==> src/rtl/branch_redirect_ctrl.sv <==
// -----------------------------------------------------------------------------
// branch_redirect_ctrl
//
// Turns a taken jump/branch report from the execute stage into a redirect
// request to fetch. The request is held with a handshake, then IF/ID is
// flushed for FLUSH_CYCLES more cycles while execute issue is stalled.
// Misaligned targets are not redirected and raise a one-cycle error pulse.
//
// Parameters
//   FLUSH_CYCLES  flush cycles after the redirect is accepted (0..15)
//   PC_W          program-counter width
//
// Ports
//   clk             sole clock, rising edge
//   reset_n         synchronous active-low reset
//   jb_enable       taken redirect reported this cycle
//   jb_target_pc    redirect target, qualified by jb_enable
//   redirect_ready  fetch accepts the redirect this cycle
//   redirect_valid  redirect request to fetch (registered)
//   redirect_pc     latched target, stable while redirect_valid=1
//   flush           kill IF/ID contents (registered)
//   stall_ex        hold execute issue (registered)
//   misalign_err    one-cycle pulse for a non 4-byte-aligned target
//   redirect_count  accepted-redirect counter, saturating
//                   (present only when BRANCH_REDIRECT_STATS_EN is defined)
//
// Build option
//   BRANCH_REDIRECT_STATS_EN  adds the redirect_count port and its counter.
// -----------------------------------------------------------------------------
module branch_redirect_ctrl #(
  parameter int unsigned FLUSH_CYCLES = 2,
  parameter int unsigned PC_W         = 32
) (
  input  logic            clk,
  input  logic            reset_n,
  input  logic            jb_enable,
  input  logic [PC_W-1:0] jb_target_pc,
  input  logic            redirect_ready,
  output logic            redirect_valid,
  output logic [PC_W-1:0] redirect_pc,
  output logic            flush,
  output logic            stall_ex,
  output logic            misalign_err
`ifdef BRANCH_REDIRECT_STATS_EN
  ,
  output logic [31:0]     redirect_count
`endif
);

  localparam int unsigned CNT_W = 4;
  // The drain counter counts down to zero, so it is loaded with one less than
  // the number of drain cycles. FLUSH_CYCLES=0 skips DRAIN entirely.
  localparam logic [CNT_W-1:0] DRAIN_LOAD =
    (FLUSH_CYCLES == 0) ? '0 : CNT_W'(FLUSH_CYCLES - 1);

  typedef enum logic [1:0] {
    ST_IDLE  = 2'd0,
    ST_REQ   = 2'd1,
    ST_DRAIN = 2'd2
  } state_e;

  state_e            state_q, state_d;
  logic [CNT_W-1:0]  cnt_q, cnt_d;
  logic [PC_W-1:0]   pc_q, pc_d;
  logic              valid_q, valid_d;
  logic              flush_q, flush_d;
  logic              stall_q, stall_d;
  logic              misalign_q, misalign_d;
  logic              handshake;
`ifdef BRANCH_REDIRECT_STATS_EN
  logic [31:0]       count_q, count_d;
`endif

  always_comb begin
    // NOTE: every signal assigned here gets a default first so no path leaves
    // it unassigned; otherwise synthesis would infer a latch.
    state_d    = state_q;
    cnt_d      = cnt_q;
    pc_d       = pc_q;
    misalign_d = 1'b0;
    handshake  = 1'b0;

    unique case (state_q)
      ST_IDLE: begin
        if (jb_enable) begin
          if (jb_target_pc[1:0] == 2'b00) begin
            pc_d    = jb_target_pc;
            state_d = ST_REQ;
          end else begin
            misalign_d = 1'b1;
          end
        end
      end
      ST_REQ: begin
        // jb_enable here comes from younger, flushed instructions: ignored.
        if (redirect_ready) begin
          handshake = 1'b1;
          if (FLUSH_CYCLES == 0) begin
            state_d = ST_IDLE;
          end else begin
            state_d = ST_DRAIN;
            cnt_d   = DRAIN_LOAD;
          end
        end
      end
      ST_DRAIN: begin
        if (cnt_q == '0) begin
          state_d = ST_IDLE;
        end else begin
          cnt_d = cnt_q - 1'b1;
        end
      end
      default: begin
        state_d = ST_IDLE;
        cnt_d   = '0;
      end
    endcase

    // Outputs are registered copies decoded from the next state, so they
    // appear in the first cycle after the sampling edge.
    valid_d = (state_d == ST_REQ);
    flush_d = (state_d != ST_IDLE);
    stall_d = (state_d != ST_IDLE);
  end

`ifdef BRANCH_REDIRECT_STATS_EN
  always_comb begin
    count_d = count_q;
    if (handshake && (count_q != 32'hFFFF_FFFF)) begin
      count_d = count_q + 32'd1;
    end
  end
`endif

  // NOTE: sequential state uses non-blocking assignments so every flop samples
  // the pre-edge values regardless of statement order.
  always_ff @(posedge clk) begin
    if (!reset_n) begin
      state_q    <= ST_IDLE;
      cnt_q      <= '0;
      pc_q       <= '0;
      valid_q    <= 1'b0;
      flush_q    <= 1'b0;
      stall_q    <= 1'b0;
      misalign_q <= 1'b0;
`ifdef BRANCH_REDIRECT_STATS_EN
      count_q    <= '0;
`endif
    end else begin
      state_q    <= state_d;
      cnt_q      <= cnt_d;
      pc_q       <= pc_d;
      valid_q    <= valid_d;
      flush_q    <= flush_d;
      stall_q    <= stall_d;
      misalign_q <= misalign_d;
`ifdef BRANCH_REDIRECT_STATS_EN
      count_q    <= count_d;
`endif
    end
  end

  assign redirect_valid = valid_q;
  assign redirect_pc    = pc_q;
  assign flush          = flush_q;
  assign stall_ex       = stall_q;
  assign misalign_err   = misalign_q;
`ifdef BRANCH_REDIRECT_STATS_EN
  assign redirect_count = count_q;
`endif

endmodule

==> config.mk <==
export PLATFORM = sky130hd
export DESIGN_NAME = branch_redirect_ctrl
export DESIGN_NICKNAME = d
export VERILOG_FILES = /design/src/rtl/branch_redirect_ctrl.sv
export SDC_FILE = /design/constraint.sdc
export NUM_CORES = 1
export LEC_CHECK = 0
export CAP_MARGIN = 20
export CORE_UTILIZATION = 35
export CTS_BUF_LIST = sky130_fd_sc_hd__clkbuf_16
export DETAILED_ROUTE_END_ITERATION = 6
export DONT_BUFFER_PORTS = 1
export PLACE_DENSITY = 0.51
export SYNTH_ARGS = -nofsm -noshare
export SYNTH_HDL_FRONTEND = slang
export SYNTH_SLANG_ARGS = --single-unit
==> constraint.sdc <==
create_clock -name clk -period 1.8 [get_ports clk]
set_input_delay 0.18 -clock clk [delete_from_list [all_inputs] [get_ports clk]]
set_output_delay 0.18 -clock clk [all_outputs]
set_load 0.02 [all_outputs]
Word-level counts from Yosys, hierarchy flattened
Cells that the tools add are included.
{"block": "word_totals", "reg_bits": 41, "word_cells": 29, "in_bits": 36}
{"block": "op_classes", "n_mux": 9, "reduce_logical": 7, "n_eq_ne": 5, "add_sub_neg": 1, "bitwise_logic": 1}
{"op": "4-bit case mux with 3 select lines", "count": 1}
{"op": "3-bit AND reduction", "count": 3}
{"op": "2-bit two-way mux", "count": 4}
{"op": "4-bit two-way mux", "count": 2}
{"op": "2-bit case mux with 3 select lines", "count": 1}
{"op": "2-bit by 1-bit == test with 1-bit output (second input constant)", "count": 2}
{"op": "2-bit zero test", "count": 2}
{"op": "4-bit zero test", "count": 1}
{"op": "2-bit inequality test (second input constant)", "count": 2}
{"op": "4-bit by 1-bit subtractor with 4-bit output (second input constant)", "count": 1}
{"op": "2-bit == test (second input constant)", "count": 1}
{"op": "2-bit nonzero test", "count": 1}
{"op": "1-bit two-way mux", "count": 1}
{"op": "1-bit NOT", "count": 1}

Logic depth before layout (Yosys ltp)
Gate-level depths: netlist of the first run.
{"block": "depth", "ltp_word": 5, "depth_mapped": 6, "depth_no_buf": 6}

Least setup slack after synthesis of the first run
Ideal clock, no wire load.
{"block": "synth_path", "kind": "register to register", "from": "reg cnt_q[0]", "to": "reg stall_q, in the netlist stall_ex", "setup_time_ns": 0.120, "setup_slack_ns": 0.189, "path_stages_with_launch": 7, "t_required_ns": 1.680, "t_arrival_ns": 1.491, "synth_period_minus_slack_ns": 1.611, "path_cell_list": "dfxtp_1 inv_1 ha_1 or3b_4 a221oi_2 nor3b_1 or2_1"}
{"block": "synth_via", "elab_chain_len": 4}
{"element": "from (decl)", "line": "63", "rtl": "logic [CNT_W-1:0] cnt_q, cnt_d;"}
{"element": "from (signal assigned)", "line": "151", "rtl": "cnt_q <= cnt_d;"}
{"element": "4-bit zero test", "line": "107", "rtl": "if (cnt_q == '0) begin"}
{"element": "2-bit two-way mux", "line": "107"}
{"element": "2-bit case mux with 3 select lines", "line": "83", "rtl": "unique case (state_q)"}
{"element": "2-bit nonzero test", "line": "123", "rtl": "stall_d = (state_d != ST_IDLE);"}
{"element": "to (signal assigned)", "line": "155", "rtl": "stall_q <= stall_d;"}
{"element": "to (decl)", "line": "67", "rtl": "logic stall_q, stall_d;"}
No other way between the ends.
A chain may end at the register's enable or synchronous reset.

Worst setup path after layout of the first run
{"block": "layout_path", "from": "reg state_q[0]", "to": "reg cnt_q[3]"}
{"block": "layout_via", "elab_chain_len": 3, "elab_cells_between_ends": 8}
{"element": "from (decl)", "line": "62", "rtl": "state_e state_q, state_d;"}
{"element": "from (signal assigned)", "line": "150", "rtl": "state_q <= state_d;"}
{"element": "2-bit == test (tied with other cells)", "line": "83"}
{"element": "2-bit inequality test (no line) or 1-bit NOT (tied branches)"}
{"element": "3-bit AND reduction (no line)"}
Several ways; a longest one is shown, not always the timed one.

==> results of run 1 <==
-- power groups by stage --
stage | clock, W | sequential [W] | combinational, W
2_1_floorplan | 0 | 0.00101 | 0.0000969
3_3_place_gp | 0 | 0.00101 | 0.0000990
3_5_place_dp | 0 | 0.00101 | 0.000103
4_1_cts | 0.00102 | 0.000993 | 0.000103
5_1_grt | 0.00105 | 0.000996 | 0.000120
6_report | 0.000980 | 0.000993 | 0.000106
-- cells in the final DEF (no fill, tap or decap), types with 2 or more instances in the layout --
cell type / instances
mux2i_1: 2
nor2_1: 7
clkbuf_16: 5
buf_4: 4
nor2b_1: 4
dfxtp_1: 41
a21boi_1: 30
nand2_1: 63
nor3b_1: 2
a21oi_1: 2
and3_1: 2
inv_1: 3
o21ai_1: 2
nand3_1: 2
ha_1: 6
-- registers in the layout, summed over array words and instances, names as in the netlist --
name / flops
stall_ex: 1
redirect_valid: 1
misalign_err: 1
redirect_pc: 32
cnt_q: 4
state_q: 2
-- cell type report --
cell class                 instances  share of cell area
clock inverter                     3             0.02171
timing repair buffer               4             0.01579
tap                               52             0.03421
inverter                           4            0.007895
multi-input combinational        136              0.4230
clock buffer                       5             0.06579
sequential                        41              0.4316
-- critical path: cells and delay by family, from the launching register on --
family,cells,cell delay (ns)
adders and majority gates,1,0.32
AOI/OAI and AO/OA,3,0.83
DFF,1,0.38
buffers and inverters,1,0.09
-- stage by stage --
step	worst slack (ns)	total power (W)	instance area [sq um]
floorplan	0.1894	0.001102	1678
global placement	0.1057	0.001112	1724
detailed placement	0.06686	0.001116	1724
CTS	0.05467	0.002114	1891
global route	-0.02173	0.002168	1902
finish	0.07307	0.002079	1902
-- final timing paths --
kind | start | end
setup reg to reg | state_q[0] | cnt_q[3]
hold reg to reg | cnt_q[2] | cnt_q[2]
setup / recovery | state_q[0] | cnt_q[3]
hold / removal | jb_target_pc[6] | redirect_pc[6]
-- routing by layer --
| metal | share of wire | vias up | track usage | wire length (microns) |
|---|---|---|---|---|
| li1 | - | 628 | - | - |
| met1 | 0.41 | 598 | 0.1470 | 1398 |
| met2 | 0.50 | 42 | 0.2466 | 1725 |
| met3 | 0.086 | 2 | 0.06048 | 294 |
| met4 | 0.0049 | 0 | 0.04667 | 17 |
| met5 | 0 | - | 0 | 0 |
-- synthesized netlist by cell type --
cell type	number	area, sq um
a31o_1	1	8.760
nand2_1	63	236.5
nor3b_1	2	15.01
nor2_1	7	26.28
a21boi_0	1	7.510
or2_1	1	6.260
buf_4	1	7.510
o31a_2	1	10.01
inv_1	4	15.01
dfxtp_1	41	820.8
and4bb_2	1	12.51
clkbuf_1	7	26.28
nand3_1	2	10.01
o31ai_1	1	7.510
or3b_1	1	8.760
a221oi_2	1	15.01
and4_1	1	8.760
or3b_4	1	11.26
a21boi_1	30	225.2
mux2i_1	2	20.02
and3_1	2	12.51
a311oi_2	1	15.01
and2_1	1	6.260
nor3_1	1	5.000
buf_2	3	15.01
nor2b_1	4	25.02
a21oi_1	2	10.01
ha_1	6	75.07
o21ai_1	2	10.01
o21ai_0	1	5.000
-- logic make-up (layout without fill, tap and decap cells) --
| group | count (synthesis) | after routing |
|---|---|---|
| compound gates | 41 | 41 |
| fa+ha+maj | 6 | 6 |
| buf+inv | 15 | 16 |
| flops | 41 | 41 |
| mux | 2 | 2 |
| simple gates | 87 | 87 |
==> results.cfg, run 1 <==
[cts]
ctsResizeCount = 0
cts_root_buf = clkbuf_16
post_cts_buffers = 0
cts_tree = done
cts.path.max_buffers = 2
clk_latency_ns = 0.27
h-tree-depth = 2
cts_sinks = 41
cts_hold_buf = 0
path_clk_slew_ns = 0.06
cts_buffers = 5

[worst_setup_path]
r2r_cells = 5
r2r_setup_slack_ns = 0.07
cp_max_fo = 7
path_class = reg2reg
worst_setup_path_end_kind = flip-flop
crit_required_ns = 1.97
start_kind = flip-flop
path_cells = inv_1 > ha_1 > a311oi_2 > o21ai_1 > a31o_1
slowest_delay_ns = 0.47
worstPathArrival_ns = 1.90
slowest_stage = a311oi_2

[grt]
grt_max_degree = 40
antenna_found_initial = 0
gr-usage-all-layers = 0.1389
grt_pass1_wl_microns = 5478
grt_pass1_vias = 1240
overflow = 0

[timing]
finalSetupViolCount = 0
maxSlewViolCount = 0
setup_tns_ns = 0
rsz0062_at_grt = true
fmax_ghz = 0.5791
worst_pin_slew_ns = 0.4440
hold_violations = 0
timing.hold.ws_ns = 0.03457
post-route-period-util = 0.9594
period_minus_slack_ns = 1.727
clock_skew_ns = 0.003733
max_slew_margin = 0.7040

[power_and_ir_drop]
p_int_w = 0.001637
seqPwrFrac = 0.478
vdd_ir_drop_max_v = 0.0003897
p_clk_frac = 0.471
p_sw_w = 0.0004420
power_leakage_nw = 0.6888
power_frac_comb = 0.051
swShare = 0.2127
power.density_mw_per_mm2 = 1093

[layout]
fill_cells = 451
utilization = 0.4251
stdcell_count = 245
diodes = 0
finalNetCount = 234
regArea_sq_um = 820.8
multi_input_area_sq_um = 804.5
layout-area-overhead-vs-synth_pct = 13.35
drive_gt1_frac = 0.08808

[synth]
synthXorXnorAreaFrac = 0
muxShareOfSynthArea = 0.01193
synthAdderAreaFrac = 0.04474
syn_avg_cell_area_sq_um = 8.739
synth_top_family_by_area = simple AND/OR/NAND/NOR gates
synth_area_sq_mm = 0.001678
syn_inst = 192
syn_nets = 234
synth_seq_cells = 41
yosys.area_share.simple = 0.2289
synth_compound_area_frac = 0.1872
ys_seq_area_frac = 0.4892
ys_types = 30
yosys_warnings = 0

[floorplan]
rows = 24
ios = 72
die_area_sq_mm = 0.005074
core_sq_mm = 0.004474
die_x_microns = 71.24
start_util = 0.3750
die_h_microns = 71.24

[outcome]
violations = design-rule violations
outcome = finished with violations

[placed_design]
dpl.cell_count = 237
portBuffers = 0
globalplace.congestion = 0.8403
hpwl_microns = 2467

[detailed_routing]
wl_per_cell_microns = 14.02
first_pass_iters = 6
ant_nets = 0
first_iter_violations = 57
via_per_inst = 5.184
vias = 1270
finalWirelength_microns = 3436
drc = 4

[worst_hold_path]
hold_path.class = in2reg
worstHoldPathCells = 2

[run]
maxCapViolCount = 0
Power figures use the tool's default switching activity.
==> inputs of run 2 (changes only) <==
--- a/config.mk
+++ b/config.mk
@@ -6,11 +6,11 @@
 export NUM_CORES = 1
 export LEC_CHECK = 0
 export CAP_MARGIN = 20
-export CORE_UTILIZATION = 35
+export CORE_UTILIZATION = 41
 export CTS_BUF_LIST = sky130_fd_sc_hd__clkbuf_16
 export DETAILED_ROUTE_END_ITERATION = 6
 export DONT_BUFFER_PORTS = 1
-export PLACE_DENSITY = 0.51
+export PLACE_DENSITY = 0.57
 export SYNTH_ARGS = -nofsm -noshare
 export SYNTH_HDL_FRONTEND = slang
 export SYNTH_SLANG_ARGS = --single-unit
==> results.cfg, run 2 (same netlist as run 1, synthesis figures left out) <==
[outcome]
outcome = completed

[floorplan]
ios = 72
rows = 22
die_h_microns = 65.97
die_x_microns = 65.97
start_util = 0.4417
die_area_sq_mm = 0.004352
core_sq_mm = 0.003799

[grt]
grt_pass1_vias = 1293
overflow = 0
grt_max_degree = 40
antenna_found_initial = 0
grt_pass1_wl_microns = 5644
gr-usage-all-layers = 0.1758

[detailed_routing]
first_pass_iters = 4
first_iter_violations = 58
wl_per_cell_microns = 14.04
via_per_inst = 5.185
vias = 1260
ant_nets = 0
finalWirelength_microns = 3412
drc = 0

[cts]
cts_sinks = 41
cts_root_buf = clkbuf_16
cts_tree = done
cts_buffers = 5
path_clk_slew_ns = 0.06
h-tree-depth = 2
clk_latency_ns = 0.28
cts.path.max_buffers = 2

[layout]
drive_gt1_frac = 0.08718
layout-area-overhead-vs-synth_pct = 13.05
final_cell_mix = 63 x nand2_1, 41 x dfxtp_1, 30 x a21boi_1
final_common_cell = nand2_1
finalNetCount = 236
stdcell_count = 243
largest_register_ffs = 32
fill_cells = 365
diodes = 0

[timing]
max_slew_margin = 0.7330
setup_slack_ns = 0.09740
post-route-period-util = 0.9459
clock_skew_ns = 0.003252
hold_violations = 0
worst_pin_slew_ns = 0.3999
fmax_ghz = 0.5873
period_minus_slack_ns = 1.703
finalSetupViolCount = 0
timing.hold.ws_ns = 0.03066
setup_tns_ns = 0
maxSlewViolCount = 0

[worst_setup_path]
path_class = reg2reg
worstReg2RegEnd = stall_ex
worst_setup_path_end_kind = flip-flop
crit_required_ns = 1.97
r2r_setup_slack_ns = 0.1
cp_max_fo = 3
r2r_cells = 6
start_kind = flip-flop
worstPathArrival_ns = 1.87
r2r_start = cnt_q[0]

[power_and_ir_drop]
p_total_w = 0.002072
power_leakage_nw = 0.7036
power.density_mw_per_mm2 = 1093
vdd_ir_drop_max_v = 0.0004964

[placed_design]
portBuffers = 0
pre_cts_slack_ns = 0.03523
dpl.cell_count = 233
globalplace.congestion = 0.8251
hpwl_microns = 2480

[worst_hold_path]
min_from = jb_target_pc[29]
holdPathEnd = redirect_pc[29]
worstHoldPathCells = 2
hold_path.class = in2reg

[run]
maxCapViolCount = 0
## run 2: cell type report
cell class	count	area, sq um	share of cell area
multi-input cells	136	793.3	0.4182
repair buffers	6	45.04	0.02375
flip-flops and latches	41	820.8	0.4327
well taps	48	60.06	0.03166
clock inverters	3	37.54	0.01979
inverters	4	15.01	0.007916
clock buffers	5	125.1	0.06596
## run 2: per-layer routing
layer  GRT usage  wire length, microns  vias to the layer above
met5           0                     0                        -
met4      0.1037                    69                        0
met3     0.06897                   300                        7
met2      0.3010                  1699                       42
met1      0.1796                  1343                      576
li1            -                     -                      635
## run 2: repair_timing
action	CTS	global route
setup endpoints to repair	0	4
gates resized for setup	0	0
hold buffers	0	0
buffers inserted	0	2
## run 2: power by group
part / switching (W) / internal (W)
Combinational: 0.0000548 / 0.0000534
Sequential: 0.0000558 / 0.000938
Clock: 0.000327 / 0.000643
## run 2: worst max-delay path by stage
stage                           from       end  slack (ns)  cells after the start
after global routing        cnt_q[0]  stall_ex       -0.02                      6
after detailed placement  state_q[1]  cnt_q[3]        0.04                      6
after floorplan             cnt_q[0]  stall_ex        0.19                      6
final                       cnt_q[0]  stall_ex         0.1                      6
after global placement    state_q[1]  cnt_q[3]        0.11                      6
after CTS                 state_q[1]  cnt_q[3]        0.02                      6
## run 2: critical path: stages (launching register included)
cell	delay, ns
dfxtp_1	0.32
inv_1	0.10
ha_1	0.19
or3b_4	0.39
a221oi_2	0.28
nor3b_1	0.10
or2_1	0.21
## run 2: metrics by stage
| step | cell area [sq um] | util |
|---|---|---|
| 2_1_floorplan | 1678 | - |
| 3_3_place_gp | 1719 | 0.4526 |
| 3_5_place_dp | 1719 | 0.4526 |
| 4_1_cts | 1882 | 0.4954 |
| 5_1_grt | 1897 | 0.4993 |
| 6_report | 1897 | 0.4993 |
